File: config.mk
export PLATFORM = sky130hd
export DESIGN_NAME = wb_ctrl_flat
export DESIGN_NICKNAME = d
export VERILOG_FILES = /design/src/rtl/wb_ctrl_if.sv /design/src/rtl/wb_ctrl.sv /design/src/flat_wrapper.sv
export SDC_FILE = /design/constraint.sdc
export NUM_CORES = 1
export LEC_CHECK = 0
export ABC_AREA = 1
export ABC_CLOCK_PERIOD_IN_PS = 2200
export CAP_MARGIN = 20
export CORE_MARGIN = 2
export CORE_UTILIZATION = 55
export CTS_CLUSTER_DIAMETER = 200
export CTS_CLUSTER_SIZE = 12
export DETAILED_ROUTE_END_ITERATION = 8
export GPL_TIMING_DRIVEN = 0
export PLACE_DENSITY = 0.78
export REMOVE_ABC_BUFFERS = 1
export SLEW_MARGIN = 20
export SYNTH_ARGS = -nofsm -noshare
export SYNTH_HDL_FRONTEND = slang
export SYNTH_SLANG_ARGS = --single-unit
File: constraint.sdc
create_clock -name clk -period 2.2 [get_ports clk]
set_input_delay 0.22 -clock clk [delete_from_list [all_inputs] [get_ports clk]]
set_output_delay 0.22 -clock clk [all_outputs]
set_load 0.05 [all_outputs]
File: src/rtl/wb_ctrl_if.sv
// Writeback sequencer bus: execute-stage issue handshake, data-memory
// read-valid and register-file write port.
interface wb_ctrl_if #(
    parameter int RW = 3
);
    logic                 issue_valid;
    logic [1:0]           issue_src;
    logic [RW-1:0]        issue_rd;
    logic                 issue_ready;
    logic                 dm_rdy;
    logic [1:0]           WBCR;
    logic                 rf_we;
    logic [RW-1:0]        rf_wa;
    logic [(1<<RW)-1:0]   pend_mask;
    logic                 dm_err;
    logic                 dm_spur;
    logic                 empty;

    modport master (
        output issue_valid, issue_src, issue_rd, dm_rdy,
        input  issue_ready, WBCR, rf_we, rf_wa,
        input  pend_mask, dm_err, dm_spur, empty
    );

    modport slave (
        input  issue_valid, issue_src, issue_rd, dm_rdy,
        output issue_ready, WBCR, rf_we, rf_wa,
        output pend_mask, dm_err, dm_spur, empty
    );
endinterface

File: src/rtl/wb_ctrl.sv
// In-order writeback queue: one register-file write per cycle, loads wait
// for data-memory read-valid with a bounded timeout.
module wb_ctrl #(
    parameter int DEPTH   = 4,
    parameter int TIMEOUT = 15,
    parameter int RW      = 3
) (
    input  logic       clk,
    input  logic       rst_n,
    wb_ctrl_if.slave   bus
);
    localparam int AW = $clog2(DEPTH);

    typedef enum logic [1:0] {
        IDLE,
        COMMIT,
        WAIT_DM
    } state_t;

    logic [1:0]    src_q [DEPTH];
    logic [RW-1:0] rd_q  [DEPTH];
    logic [AW-1:0] wptr;
    logic [AW-1:0] rptr;
    logic [AW:0]   cnt;
    logic [7:0]    wait_cnt;

    state_t        st;
    logic          push;
    logic          pop;
    logic          ready;
    logic [1:0]    head_src;
    logic [RW-1:0] head_rd;

    assign head_src = src_q[rptr];
    assign head_rd  = rd_q[rptr];
    assign ready    = (cnt != (AW+1)'(DEPTH));
    assign push     = bus.issue_valid && ready;

    assign bus.issue_ready = ready;
    assign bus.empty       = (cnt == '0);

    always_comb begin
        st = IDLE;
        if (cnt != '0)
            st = (head_src == 2'd1) ? WAIT_DM : COMMIT;
    end

    always_comb begin
        bus.rf_we  = 1'b0;
        bus.WBCR   = 2'd0;
        bus.rf_wa  = '0;
        bus.dm_err = 1'b0;
        pop        = 1'b0;
        unique case (st)
            COMMIT: begin
                bus.rf_we = 1'b1;
                bus.WBCR  = head_src;
                bus.rf_wa = head_rd;
                pop       = 1'b1;
            end
            WAIT_DM: begin
                // Read-valid beats the timeout when both land together
                if (bus.dm_rdy) begin
                    bus.rf_we = 1'b1;
                    bus.WBCR  = 2'd1;
                    bus.rf_wa = head_rd;
                    pop       = 1'b1;
                end else if (wait_cnt == 8'(TIMEOUT)) begin
                    bus.dm_err = 1'b1;
                    pop        = 1'b1;
                end
            end
            default: ;
        endcase
    end

    // Gated by reset so a stray read-valid during reset is not reported
    assign bus.dm_spur = rst_n && bus.dm_rdy && (st != WAIT_DM);

    always_comb begin
        bus.pend_mask = '0;
        for (int i = 0; i < DEPTH; i++) begin
            if (i < int'(cnt))
                bus.pend_mask[rd_q[rptr + AW'(i)]] = 1'b1;
        end
    end

    always_ff @(posedge clk) begin
        if (push) begin
            src_q[wptr] <= bus.issue_src;
            rd_q[wptr]  <= bus.issue_rd;
        end
    end

    always_ff @(posedge clk or negedge rst_n) begin
        if (!rst_n) begin
            wptr     <= '0;
            rptr     <= '0;
            cnt      <= '0;
            wait_cnt <= '0;
        end else begin
            if (push)
                wptr <= wptr + 1'b1;
            if (pop)
                rptr <= rptr + 1'b1;
            unique case ({push, pop})
                2'b10:   cnt <= cnt + 1'b1;
                2'b01:   cnt <= cnt - 1'b1;
                default: ;
            endcase
            if (pop)
                wait_cnt <= '0;
            else if (st == WAIT_DM)
                wait_cnt <= wait_cnt + 8'd1;
        end
    end
endmodule

File: src/flat_wrapper.sv
// flat-port wrapper written by rule: the top's interface ports become plain ports
module wb_ctrl_flat 
#(
    parameter int DEPTH   = 4,
    parameter int TIMEOUT = 15,
    parameter int RW      = 3
)
  (clk, rst_n, bus_issue_valid, bus_issue_src, bus_issue_rd, bus_dm_rdy, bus_issue_ready, bus_WBCR, bus_rf_we, bus_rf_wa, bus_pend_mask, bus_dm_err, bus_dm_spur, bus_empty);
  wb_ctrl_if #(.RW(RW)) bus_i ();
  input  logic clk;
  input  logic rst_n;
  input wire logic [$bits(bus_i.issue_valid)-1:0] bus_issue_valid;
  input wire logic [$bits(bus_i.issue_src)-1:0] bus_issue_src;
  input wire logic [$bits(bus_i.issue_rd)-1:0] bus_issue_rd;
  input wire logic [$bits(bus_i.dm_rdy)-1:0] bus_dm_rdy;
  output wire logic [$bits(bus_i.issue_ready)-1:0] bus_issue_ready;
  output wire logic [$bits(bus_i.WBCR)-1:0] bus_WBCR;
  output wire logic [$bits(bus_i.rf_we)-1:0] bus_rf_we;
  output wire logic [$bits(bus_i.rf_wa)-1:0] bus_rf_wa;
  output wire logic [$bits(bus_i.pend_mask)-1:0] bus_pend_mask;
  output wire logic [$bits(bus_i.dm_err)-1:0] bus_dm_err;
  output wire logic [$bits(bus_i.dm_spur)-1:0] bus_dm_spur;
  output wire logic [$bits(bus_i.empty)-1:0] bus_empty;
  assign bus_i.issue_valid = bus_issue_valid;
  assign bus_i.issue_src = bus_issue_src;
  assign bus_i.issue_rd = bus_issue_rd;
  assign bus_i.dm_rdy = bus_dm_rdy;
  assign bus_issue_ready = bus_i.issue_ready;
  assign bus_WBCR = bus_i.WBCR;
  assign bus_rf_we = bus_i.rf_we;
  assign bus_rf_wa = bus_i.rf_wa;
  assign bus_pend_mask = bus_i.pend_mask;
  assign bus_dm_err = bus_i.dm_err;
  assign bus_dm_spur = bus_i.dm_spur;
  assign bus_empty = bus_i.empty;
  wb_ctrl #(.DEPTH(DEPTH), .TIMEOUT(TIMEOUT), .RW(RW)) u_core (.clk(clk), .rst_n(rst_n), .bus(bus_i));
endmodule
==> qor.csv, run 1 <==
stage,metric,value,unit
status,status,finished clean,
layout,multi_input_area,0.00136,mm²
layout,stdcell_area,0.00298,mm²
worst_setup_path,required,1.98,ns
worst_hold_path,hold_class,input port to asynchronous set/reset pin,
die,io_pins,27,
cts,clk_pin_slew,0.07,ns
layout,ff_latch_area,981,µm²
detailed_routing,ant_nets,0,
cts,cts_made_buffers,5,
detailed_routing,firstDrtPassIters,5,
synthesis,synth_warnings,0,
sta,setup_viol,0,
synthesis,avgSynthCellArea,6.87,µm²
sta,worst_pin_slew,0.730,ns
worst_setup_path,end_kind,primary output,
layout,fill_cells,356,
die,fp.dieW,70.6,µm
layout,final_core_util,0.690,
worst_setup_path,cp_common_cell,nand2_1,
worst_setup_path,cp_slowest_cell,dfrtp_4,
detailed_routing,drtIter0Drc,102,
placed_design,place_congestion,0.887,
cts,clock_sinks,35,
detailed_routing,wl_per_cell,12.6,µm
worst_setup_path,r2r_end,u_core.cnt[2]$_DFFE_PN0P_,
layout,drive_gt1_frac,0.168,
worst_setup_path,cp-start-kind,flip-flop,
global_routing,grt_max_degree,17,
worst_setup_path,timing.rr.start,u_core.rptr[0]$_DFFE_PN0N_,
sta,maxSlewHeadroom,0.512,
worst_setup_path,critPathMaxStageDelay,0.56,ns
sta,hold_viol,0,
worst_setup_path,rr_worst_depth,12,
cts,cts_buffer_depth,2,
worst_setup_path,crit_buf_inv,3,
sta,finalMaxSlewViolations,0,
worst_setup_path,crit_path_start,u_core.rptr[0]$_DFFE_PN0N_,
sta,min_period_over_period,0.983,
cts,cts_root_buf,clkbuf_8,
global_routing,grtUsageTotal,0.227,
sta,fin_worst_skew,0.00629,ns
die,die_y,70.6,µm
detailed_routing,drc_errors,0,
die,die-area,0.00498,mm²
sta,rsz0062_at_grt,yes,
die,row_count,24,
placed_design,dpl.hpwl,3820,µm
global_routing,grt_pass1_wl,8860,µm
cts,cts_tree,yes,
layout,num-nets-final,405,
synthesis,synth.top_cell.area_share,0.246,
synthesis,ys_seq_area_frac,0.400,
synthesis,synth.cell_area,0.00244,mm²
job,maxCapViolCount,0,
sta,period_needed,2.16,ns
synthesis,postSynthCellCount,355,
worst_setup_path,critPathMaxFanout,10,
synthesis,yosysTopAreaCell,edfxtp_1,
worst_setup_path,arrival,1.94,ns
cts,cts-htree-levels,2,
layout,area_growth,22.4,%
detailed_routing,finalWirelength,5540,µm
sta,fmax,462,MHz
worst_setup_path,worst-r2r-setup-slack,0.14,ns
worst_setup_path,path_cells,"buf_12, nand2_1, inv_1, nor2_2, nand2_1, o21ai_1, nand2_1, nor2_1, nor2_1, nand2_1, buf_6",
detailed_routing,dr_total_vias,2254,
synthesis,ys_ff_latch,35,
detailed_routing,routed_via_density,5.12,
synthesis,synth_cell_type_count,25,
global_routing,grt_overflow,0,
placed_design,portBuffers,26,
placed_design,placed_area,0.00270,mm²
worst_setup_path,crit_path_end,bus_pend_mask[1],
die,initial_core_util,0.564,
worst_setup_path,critical_path_class,flip-flop to primary output,
cts,holdBufCountCts,0,
cts,worstSkewPairLatency,0.29,ns
synthesis,yosys-top-cells-area,"edfxtp_1 25%, nand2_1 19%, dfrtp_1 15%, nor2_1 10%, inv_1 5.4%",
global_routing,grt_pass1_vias,1970,
die,core,0.00432,mm²
global_routing,antenna_found_initial,0,
worst_setup_path,worst_path_dominant_cell_family,simple AND/OR/NAND/NOR gates,
worst_setup_path,cp.depth,11,
sta,worst_hold_slack,0.359,ns
layout,num_antenna_cells,0,
## synthesized netlist by cell type
cell type and instances:
a21o_1 1, a21oi_1 2, buf_2 6, buf_4 2
buf_6 2, dfrtp_1 15, edfxtp_1 20, ha_1 9
inv_1 35, inv_2 3, nand2_1 126, nand2_2 2
nand2_4 1, nand3_1 17, nand3_2 1, nand4_1 5
nor2_1 68, nor2_2 3, nor2_4 1, o211ai_1 1
o21ai_0 11, o21ai_1 16, o21ai_2 1, xnor2_1 2
xor2_1 5
## kinds of logic (layout without fill, tap and decap cells)
group	Yosys count	count (layout)	synth area share
adder cells (fa/ha/maj)	9	9	0.0462
buffers and inverters	48	79	0.0862
AND/OR/NAND/NOR	224	226	0.373
XOR/XNOR	7	7	0.0252
flip-flops	35	35	0.400
AO/OA/AOI/OAI	32	32	0.0693
## metrics by stage
stage / cells / worst slack, ns / TNS (ns)
global placement: 423 / -1.06 / -13.91
floorplan: 345 / -0.154 / -1.59
CTS: 437 / 0.00201 / 0
finish: 440 / 0.0364 / 0
detailed placement: 423 / -1.13 / -15.15
global route: 440 / -0.113 / -0.588
## placed cells by master (no fill, tap or decap), drive strengths merged
| master | n |
|---|---|
| buf | 21 |
| nand2 | 131 |
| nand3 | 18 |
| a21oi | 2 |
| xnor2 | 2 |
| bufinv | 1 |
| clkdlybuf4s50 | 8 |
| clkbuf | 8 |
| clkinv | 1 |
| inv | 38 |
| ha | 9 |
| nor2 | 72 |
| nand4 | 5 |
| xor2 | 5 |
| a21o | 1 |
| o211ai | 1 |
| edfxtp | 20 |
| dfrtp | 15 |
| clkdlybuf4s15 | 1 |
| dlymetal6s2s | 1 |
| o21ai | 28 |
## worst min path at each step
stage                                endpoint                      startpoint  depth (start not counted)
2_1_floorplan       u_core.cnt[0]$_DFFE_PN0P_                           rst_n                          0
5_1_grt        u_core.wait_cnt[5]$_DFFE_PN0P_                           rst_n                          1
3_3_place_gp        u_core.cnt[0]$_DFFE_PN0P_       u_core.cnt[0]$_DFFE_PN0P_                          1
6_report            u_core.cnt[0]$_DFFE_PN0P_                           rst_n                          1
3_5_place_dp   u_core.wait_cnt[1]$_DFFE_PN0P_  u_core.wait_cnt[1]$_DFFE_PN0P_                          2
4_1_cts             u_core.cnt[0]$_DFFE_PN0P_                           rst_n                          1
## layer usage
layer	track usage	vias to the layer above	share of wire
li1	-	1182	-
met3	0.0499	18	0.045
met4	0.0943	0	0.033
met5	0	-	0
met2	0.370	55	0.48
met1	0.295	999	0.44
## cell type report
class | instances | share of cell area
Multi-Input combinational cell | 274 | 0.457
Inverter | 38 | 0.0512
Sequential cell | 35 | 0.329
Clock inverter | 2 | 0.0117
Timing Repair Buffer | 33 | 0.102
Tap cell | 52 | 0.0218
Clock buffer | 6 | 0.0277
## sequential cells by signal (all words and copies together), names as in the netlist
| register | count |
|---|---|
| u_core.rd_q | 12 |
| u_core.src_q | 8 |
| u_core.wait_cnt | 8 |
| u_core.cnt | 3 |
| u_core.rptr | 2 |
| u_core.wptr | 2 |
## timing repair
action	4_1_cts	5_1_grt
setup buffers	5	2
cloned	1	1
endpoints found under the hold margin	0	0
resized for setup	86	52
pin swaps	1	3
endpoints found under the setup margin	20	18
Power of run 1 is left out: the tool's default activity adds up to more than one toggle a clock period on the data nets, which glitch-free logic cannot reach.
==> run 2: changes to the inputs <==
--- a/config.mk
+++ b/config.mk
@@ -7,8 +7,7 @@
 export LEC_CHECK = 0
 export ABC_AREA = 1
 export ABC_CLOCK_PERIOD_IN_PS = 2200
-export CAP_MARGIN = 20
-export CORE_MARGIN = 2
+export CORE_MARGIN = 4
 export CORE_UTILIZATION = 55
 export CTS_CLUSTER_DIAMETER = 200
 export CTS_CLUSTER_SIZE = 12
==> qor.csv, run 2 (synthesis results as in run 1) <==
stage,metric,value,unit
placed_design,portBuffers,26,
status,status,finished clean,
detailed_routing,finalWirelength,5410,µm
worst_setup_path,cp-start-kind,flip-flop,
worst_setup_path,cp_slowest_cell,dfrtp_4,
placed_design,placed_area,0.00269,mm²
worst_setup_path,timing.rr.start,u_core.rptr[0]$_DFFE_PN0N_,
global_routing,grt_overflow,0,
global_routing,grt_pass1_wl,9050,µm
layout,stdcell_area,0.00298,mm²
global_routing,grtUsageTotal,0.213,
layout,largest-register,u_core.rd_q,
sta,fin_worst_skew,0.00754,ns
sta,hold_viol,0,
sta,fin_ws,0.0971,ns
sta,setup_viol,0,
sta,worst_pin_slew,0.728,ns
worst_setup_path,required,2.37,ns
layout,area_growth,22.1,%
worst_setup_path,critPathMaxFanout,7,
sta,min_period_over_period,0.956,
worst_setup_path,r2r_end,u_core.cnt[2]$_DFFE_PN0P_,
die,fp.dieW,74.6,µm
layout,num_antenna_cells,0,
detailed_routing,firstDrtPassIters,4,
sta,finalMaxSlewViolations,0,
job,maxCapViolCount,0,
cts,clock_sinks,35,
worst_setup_path,critical_path_class,flip-flop to flip-flop,
sta,period_needed,2.10,ns
worst_hold_path,hold_class,input port to asynchronous set/reset pin,
worst_setup_path,worst_path_dominant_cell_family,simple AND/OR/NAND/NOR gates,
worst_setup_path,cp_common_cell,nand2_4,
cts,cts_tree,yes,
placed_design,dpl.hpwl,3870,µm
worst_setup_path,rr_worst_depth,12,
worst_setup_path,critPathMaxStageDelay,0.54,ns
detailed_routing,ant_nets,0,
sta,rsz0062_at_grt,yes,
detailed_routing,dr_total_vias,2236,
detailed_routing,routed_via_density,5.09,
placed_design,place_congestion,0.852,
cts,cts_buffer_depth,2,
worst_setup_path,path_cells,"buf_12, nand3_1, nand2_1, nor2_4, nand3_2, nand2_4, nand2_4, ha_4, nor2_1, o21ai_0, xor2_1, inv_1",
worst_setup_path,crit_path_start,u_core.rptr[0]$_DFFE_PN0N_,
worst_setup_path,end_kind,flip-flop,
worst_setup_path,arrival,2.27,ns
sta,maxSlewHeadroom,0.513,
cts,cts_root_buf,clkbuf_8,
global_routing,grt_pass1_vias,2035,
global_routing,grt_max_degree,17,
die,die-area,0.00556,mm²
detailed_routing,drtIter0Drc,108,
detailed_routing,wl_per_cell,12.3,µm
die,die_y,74.6,µm
cts,clk_pin_slew,0.07,ns
worst_setup_path,crit_path_end,u_core.cnt[2]$_DFFE_PN0P_,
cts,cts-htree-levels,2,
sta,fmax,476,MHz
layout,mostFrequentLayoutCell,nand2_1,
die,initial_core_util,0.588,
layout,drive_gt1_frac,0.185,
layout,reg_top3,"u_core.rd_q: 12 flops, u_core.src_q: 8 flops, u_core.wait_cnt: 8 flops",
die,row_count,23,
worst_setup_path,worst-r2r-setup-slack,0.1,ns
placed_design,post-place-ws,-1.11,ns
detailed_routing,drc_errors,0,
die,core,0.00414,mm²
die,io_pins,27,
global_routing,antenna_found_initial,0,
layout,num-nets-final,406,
worst_setup_path,cp.depth,12,
layout,largest_reg_flops,12,
layout,layout_common_cells,"115 x nand2_1, 65 x nor2_1, 35 x inv_1",
cts,cts_made_buffers,5,
cts,worstSkewPairLatency,0.28,ns
layout,fill_cells,334,
worst_setup_path,crit_buf_inv,2,
## run 2: cell count changes in the layout (fill, tap and decap cells not counted), sizes merged
cell,previous run,this run
buf,21,22
bufinv,1,0
clkbuf,8,7
clkdlybuf4s15,1,2
clkinv,1,2
## run 2: through the flow
| step | instances | util | hold WS, ns | setup TNS [ns] |
|---|---|---|---|---|
| after global routing | 439 | 0.718 | 0.423 | -0.178 |
| after floorplan | 345 | - | -0.0756 | -1.59 |
| after global placement | 421 | 0.650 | 0.492 | -14.24 |
| after detailed placement | 421 | 0.650 | 0.499 | -14.94 |
| after CTS | 436 | 0.688 | 0.384 | -0.0205 |
| final | 439 | 0.718 | 0.372 | 0 |
## run 2: how the worst min path moves through the flow
stage                                           to  cells past startpoint
floorplan                u_core.cnt[0]$_DFFE_PN0P_                      0
global placement         u_core.cnt[0]$_DFFE_PN0P_                      1
detailed placement       u_core.cnt[0]$_DFFE_PN0P_                      1
CTS                 u_core.wait_cnt[7]$_DFFE_PN0P_                      1
global route        u_core.wait_cnt[7]$_DFFE_PN0P_                      1
finish                   u_core.cnt[0]$_DFFE_PN0P_                      1
## run 2: timing repair
action,in CTS,in global routing
buffers inserted,5,3
resized for setup,84,55
hold buffers,0,0
cloned,2,0
setup endpoints to repair,20,18
pin swaps,1,3
## run 2: per-layer routing
| layer | wire length (µm) | track usage |
|---|---|---|
| met1 | 2550 | 0.292 |
| met2 | 2570 | 0.352 |
| met3 | 225 | 0.0338 |
| met4 | 70 | 0.0593 |
| met5 | 0 | 0 |
## run 2: area by class of cell
| type | count | area, µm² | share of cell area |
|---|---|---|---|
| Clock inverter | 2 | 8.76 | 0.00294 |
| Multi-Input combinational cell | 274 | 1400 | 0.469 |
| Sequential cell | 35 | 981 | 0.330 |
| Inverter | 38 | 150 | 0.0505 |
| Tap cell | 50 | 62.6 | 0.0210 |
| Timing Repair Buffer | 34 | 305 | 0.103 |
| Clock buffer | 6 | 72.6 | 0.0244 |
## run 2: worst register-to-register path, delay by kind of cell (launching register included)
kind / cells / cell delay (ns)
AND/OR/NAND/NOR: 7 / 0.69
adder cells (fa/ha/maj): 1 / 0.30
AO/OA/AOI/OAI: 1 / 0.09
buffers and inverters: 2 / 0.21
XOR/XNOR: 1 / 0.16
flip-flops: 1 / 0.54
Power of run 2 is left out for the same reason.
